$ cat src/rtl/output_serializer.sv
// MSB-first parallel-to-serial transmitter; each bit is held BIT_CYCLES clocks, with a strobe on its last cycle.
// MSB is driven one cycle after accept; send is accepted only in IDLE, never queued; outputs come straight from flops.
module output_serializer #(
  parameter int WIDTH      = 8,
  parameter int BIT_CYCLES = 1
) (
  input  logic             clk,
  input  logic             rst,
  input  logic [WIDTH-1:0] data_in,
  input  logic             send,
  output logic             bit_out,
  output logic             bit_valid,
  output logic             busy,
  output logic             done,
  output logic [WIDTH-1:0] current_shift
);

  localparam int BCW = (WIDTH > 1) ? $clog2(WIDTH) : 1;
  localparam int CCW = (BIT_CYCLES > 1) ? $clog2(BIT_CYCLES) : 1;
  localparam logic [BCW-1:0] BIT_LAST = BCW'(WIDTH - 1);
  localparam logic [CCW-1:0] CYC_LAST = CCW'(BIT_CYCLES - 1);

  typedef enum logic [1:0] {
    S_IDLE,
    S_SHIFT,
    S_DONE
  } state_e;

  state_e           state_q, state_d;
  logic [WIDTH-1:0] shift_q, shift_d;
  logic [BCW-1:0]   bit_cnt_q, bit_cnt_d;
  logic [CCW-1:0]   cyc_cnt_q, cyc_cnt_d;
  logic             bit_out_q, bit_valid_q, busy_q, done_q;

  always_comb begin
    state_d   = state_q;
    shift_d   = shift_q;
    bit_cnt_d = bit_cnt_q;
    cyc_cnt_d = cyc_cnt_q;
    case (state_q)
      S_IDLE: begin
        if (send) begin
          state_d   = S_SHIFT;
          shift_d   = data_in;
          bit_cnt_d = '0;
          cyc_cnt_d = '0;
        end
      end
      S_SHIFT: begin
        if (cyc_cnt_q == CYC_LAST) begin
          shift_d   = shift_q << 1;
          cyc_cnt_d = '0;
          // Bit counter wraps to 0 on the last bit rather than overrunning WIDTH-1.
          if (bit_cnt_q == BIT_LAST) begin
            state_d   = S_DONE;
            bit_cnt_d = '0;
          end else begin
            bit_cnt_d = bit_cnt_q + BCW'(1);
          end
        end else begin
          cyc_cnt_d = cyc_cnt_q + CCW'(1);
        end
      end
      S_DONE:  state_d = S_IDLE;
      default: state_d = S_IDLE;
    endcase
  end

  // Outputs are computed from next state so they line up with the state they describe.
  always_ff @(posedge clk or posedge rst) begin
    if (rst) begin
      state_q     <= S_IDLE;
      shift_q     <= '0;
      bit_cnt_q   <= '0;
      cyc_cnt_q   <= '0;
      bit_out_q   <= 1'b0;
      bit_valid_q <= 1'b0;
      busy_q      <= 1'b0;
      done_q      <= 1'b0;
    end else begin
      state_q     <= state_d;
      shift_q     <= shift_d;
      bit_cnt_q   <= bit_cnt_d;
      cyc_cnt_q   <= cyc_cnt_d;
      bit_out_q   <= (state_d == S_SHIFT) && shift_d[WIDTH-1];
      bit_valid_q <= (state_d == S_SHIFT) && (cyc_cnt_d == CYC_LAST);
      busy_q      <= (state_d == S_SHIFT);
      done_q      <= (state_d == S_DONE);
    end
  end

  assign bit_out       = bit_out_q;
  assign bit_valid     = bit_valid_q;
  assign busy          = busy_q;
  assign done          = done_q;
  assign current_shift = shift_q;

endmodule

$ cat config.mk
export PLATFORM = sky130hd
export DESIGN_NAME = output_serializer
export DESIGN_NICKNAME = d
export VERILOG_FILES = /design/src/rtl/output_serializer.sv
export SDC_FILE = /design/constraint.sdc
export NUM_CORES = 1
export LEC_CHECK = 0
export CAP_MARGIN = 15
export CORE_MARGIN = 1
export CORE_UTILIZATION = 51
export CTS_BUF_LIST = sky130_fd_sc_hd__clkbuf_4
export DETAILED_ROUTE_END_ITERATION = 8
export PLACE_DENSITY_LB_ADDON = 0.2
export SLEW_MARGIN = 20
export SYNTH_ARGS = -nofsm -noshare
export SYNTH_HDL_FRONTEND = slang
export SYNTH_SLANG_ARGS = --single-unit
$ cat constraint.sdc
create_clock -name clk -period 3.1 [get_ports clk]
set_input_delay 0.62 -clock clk [delete_from_list [all_inputs] [get_ports clk]]
set_output_delay 0.62 -clock clk [all_outputs]
set_load 0.01 [all_outputs]
## Word level (Yosys, flattened, before mapping)

Cells that the tools add are included.

| storage, ports and cells | value |
|---|---|
| flip-flop bits (word level) | 18 |
| bits of input ports | 11 |
| output and inout bits | 12 |
| word-level logic and storage cells | 37 |

| cells by class | value |
|---|---|
| add/sub/neg operators | 2 |
| equal/unequal tests | 6 |
| mux-type cells | 14 |
| bitwise logic cells | 1 |
| reductions and logical operators | 5 |

Operators by type and width:

| kind | number |
|---|---|
| $mux 8 | 2 |
| $pmux 8 s2 | 1 |
| $mux 3 | 3 |
| $mux 2 | 3 |
| $pmux 3 s2 | 1 |
| $eq 2x1->1 const B | 2 |
| $ne 2x2->1 const B | 2 |
| $pmux 2 s2 | 1 |
| $add 3x1->3 const B | 1 |
| $eq 3x3->1 const B | 1 |
| $reduce_and 3->1 | 1 |
| $eq 2x2->1 const B | 1 |
| $logic_and 1x1->1 | 2 |
| $logic_not 2->1 | 1 |
| $mux 1 | 2 |
| $pmux 1 s2 | 1 |
| $reduce_bool 2->1 | 1 |
| $add 1x1->1 const B | 1 |
| $not 1->1 | 1 |

## Depth between registers and ports, before layout

| logic depth | value |
|---|---|
| word-level depth | 6 |
| gate-level depth with buffers | 5 |
| depth with buffers taken out | 5 |

## Worst setup path before layout

Ideal clock, no wire load.

| timing | value |
|---|---|
| kind | input to register |
| from | input port send |
| to | register shift_q[1], in the netlist current_shift[1] |
| setup time | 0.126 ns |
| arrival time | 1.300 ns |
| required time | 2.974 ns |
| path slack | 1.674 ns |
| cell stages on the path | 3 |
| buffers on the path | 0 |
| path through | nor3b_4 > a21oi_2 > a221o_1 |

| between the ends | value |
|---|---|
| cells in the longest elaborated chain, start to end | 2 |

RTL lines:

| item | line | text |
|---|---|---|
| start, declared | 10 | `input logic send,` |
| $ne 2x2->1 (no source line) | - |  |
| $reduce_and 3->1 (no source line) | - |  |
| end signal, assigned | 82 | `shift_q <= shift_d;` |
| end, declared | 30 | `logic [WIDTH-1:0] shift_q, shift_d;` |

No other way between the ends.
A chain may end at the register's enable or synchronous reset.

## Final worst setup path

| timing | value |
|---|---|
| from | register shift_q[7], in the netlist current_shift[7] |
| to | output port current_shift[7] |

RTL lines:

| item | line | text |
|---|---|---|
| end, declared | 15 | `output logic [WIDTH-1:0] current_shift` |

No word-level cell between the ends.

==> metrics <==
pre-CTS WS=985 ps; largest net degree at the start of global routing=20; Reg power frac=0.430; Critical Path Start=current_shift[7]; Pwr Density=934 nW/um^2; beginning of the worst hold path=current_shift[0]; Hold Crit Class=flip-flop to flip-flop; Initial Utilization=0.582; sw power=334 uW; TritonCTS clock tree=yes; gpl congestion=0.723; fin crit period=1860 ps; Syn Area/Cell=12.6 sq um; FF+latch count, synth=18; maximum fanout along the worst path=4; antenna violations before repair=0; Die Height=41.7 um; share of cells above drive strength 1=0.0805; H-tree depth=1; Final Hold Viols=0; hold buffers post-CTS=0; Cell Chain, Critical Path=clkdlybuf4s50_1; dpl cell area=1020 sq um; syn nets=77; Slowest cell on crit path=clkdlybuf4s50_1; largest family of logic cells by synthesized area=compound AO/OA/AOI/OAI gates; Vias=594; I/O Pins=23; Tcrit/Tclk final=0.599; Area contributors post-synth=dfrtp_1 (56%), a22o_1 (7.6%), a221o_1 (7.5%); Skew-Pair Late Insertion Delay=280 ps; fin. max-slew vios=0; # Post-CTS Setup Buffers=0; Sink Count=18; Critical Path End Type=output port; Clock Path Buffers=2; first-pass GRT wire length=2.47 mm; Synth Cell Area=805 sq um; total grt overflow=0; data required time of the worst path=2480 ps; kind of critical path=flip-flop to output port; Clk pwr share=0.114; root buf cell=clkbuf_4; DRC Markers=0; leakage=0.000503 uW; CP Data Arrival Time=1240 ps; vias in the first global route=545; Distinct cells, synth=22; area grow syn2layout=30.3%; hold depth=1; reg2reg path depth=3; setup_tns=0 ps; Synth top area share=0.560; Final Setup Violations=0; Startpoint Class=flip-flop; worst path bufs/invs=1; Post-Route WL=1.42 mm; Die ar.=1740 sq um; post-layout worst setup margin=1240 ps; RR Endpoint=current_shift[2]; Synth Area in Compound Gates=0.202; Crit path largest cell delay=550 ps; Fin Clk Skew=4.62 ps; Max-Cap Viols=0; delay-heaviest family, CP=buffers and inverters; Ys Warns=0; die width=41.7 um; post-synthesis mux area share=0; RSZ-0062 raised after global routing=no; cells after synthesis=64; VDD IR max=524 uV; Worst Hold Slack=541 ps; Synth Area in Adders=0.0311; Global Route Usage Sum=0.185; Core Footprint=1380 sq um; iteration count of the initial detailed-routing pass=4; R2R Setup Slk=1490 ps; Yosys top cell by area=dfrtp_1; Slew @ Worst Pin=657 ps; fillers=93; Nets=101; dpl hpwl=1.05 mm; Tot Pwr=980 uW; 1st-iter DRT viols=11; RR Startpoint=state_q[0]; Synth Area in Simple Gates=0.162; sequential fraction of the synthesis area=0.560; number of antenna-violating nets in the routed design=0; total CTS buffers=3; Net Sw Frac=0.341; Achievable Freq=0.539 GHz; WL/cell=13.9 um; number of buffers added on ports=22; n_diodes=0; row cnt=13; hold endpoint=current_shift[0]; max_slew headroom=0.561; Final Cell Area=1050 sq um; Cell Int Power=646 uW; status=complete, no violations; post-cts resize count=0; drt via density=5.82; combinational power share=0.456; clock slew at reported path FFs=100 ps; post-synthesis xor/xnor area fraction=0
power by group through the flow:
stage	Clock [uW]	Combinational (uW)	Sequential, uW
finish	111	447	421
global route	126	492	437
CTS	114	455	423
detailed placement	0	455	427
global placement	0	441	422
floorplan	0	294	415
how the worst max path moves through the flow:
| stage | end | slack, ps | cells past startpoint |
|---|---|---|---|
| after floorplan | current_shift[1] | 1670 | 3 |
| after global placement | current_shift[2] | 1010 | 4 |
| after detailed placement | current_shift[2] | 990 | 4 |
| after CTS | current_shift[7] | 1240 | 1 |
| after global routing | current_shift[7] | 1180 | 1 |
| final | current_shift[7] | 1240 | 1 |
per-stage QoR:
| step | cells | utilization |
|---|---|---|
| 2_1_floorplan | 64 | - |
| 3_3_place_gp | 98 | 0.739 |
| 3_5_place_dp | 98 | 0.739 |
| 4_1_cts | 102 | 0.758 |
| 5_1_grt | 102 | 0.758 |
| 6_report | 102 | 0.758 |
cell type report:
class,count,area [sq um],share of cell area
Sequential cell,18,450,0.430
Multi-Input combinational cell,39,318,0.303
Timing Repair Buffer,22,220,0.210
Clock buffer,3,22.5,0.0215
Tap cell,15,18.8,0.0179
Inverter,4,15.0,0.0143
Clock inverter,1,3.75,0.00358
cells by family (layout without fill, tap and decap cells):
kind of cell	count (synthesis)	count (layout)
AOI/OAI and AO/OA	19	19
DFF	18	18
and+or+nand+nor	18	18
buffers and inverters	7	30
adders and majority gates	2	2
registers in the layout, indices dropped and copies added, names as in the netlist:
| signal | flops |
|---|---|
| cyc_cnt_q | 1 |
| done | 1 |
| bit_valid | 1 |
| busy | 1 |
| state_q | 2 |
| current_shift | 8 |
| bit_out | 1 |
| bit_cnt_q | 3 |
layer usage:
layer | vias to the layer above | global-route usage | wire [um]
li1 | 290 | - | -
met1 | 289 | 0.279 | 686
met2 | 13 | 0.266 | 665
met3 | 2 | 0.0435 | 53
met4 | 0 | 0.0581 | 14
met5 | - | 0 | 0
placed cells by master (no fill, tap or decap), types with 2 or more instances in the layout:
cell	synthesis	routed
clkbuf_4	0	3
nor2_1	2	2
clkdlybuf4s50_1	0	22
and4bb_1	2	2
a221o_1	6	6
and3_1	7	7
ha_1	2	2
a22o_1	7	7
inv_1	4	4
dfrtp_1	18	18
a31oi_1	2	2
Yosys cell counts:
cell / instances
inv_1: 4
and4bb_1: 2
and2_1: 1
a31oi_1: 2
nand3_1: 1
buf_2: 2
nor2_1: 2
dfrtp_1: 18
nor3b_4: 1
a22o_1: 7
a21oi_1: 1
a221o_1: 6
nand2_1: 1
a21oi_2: 1
ha_1: 2
and3_1: 7
a21o_1: 1
buf_6: 1
nor2b_1: 1
and3_2: 1
o21bai_1: 1
nor2_2: 1
(Power assumes the default switching activity.)
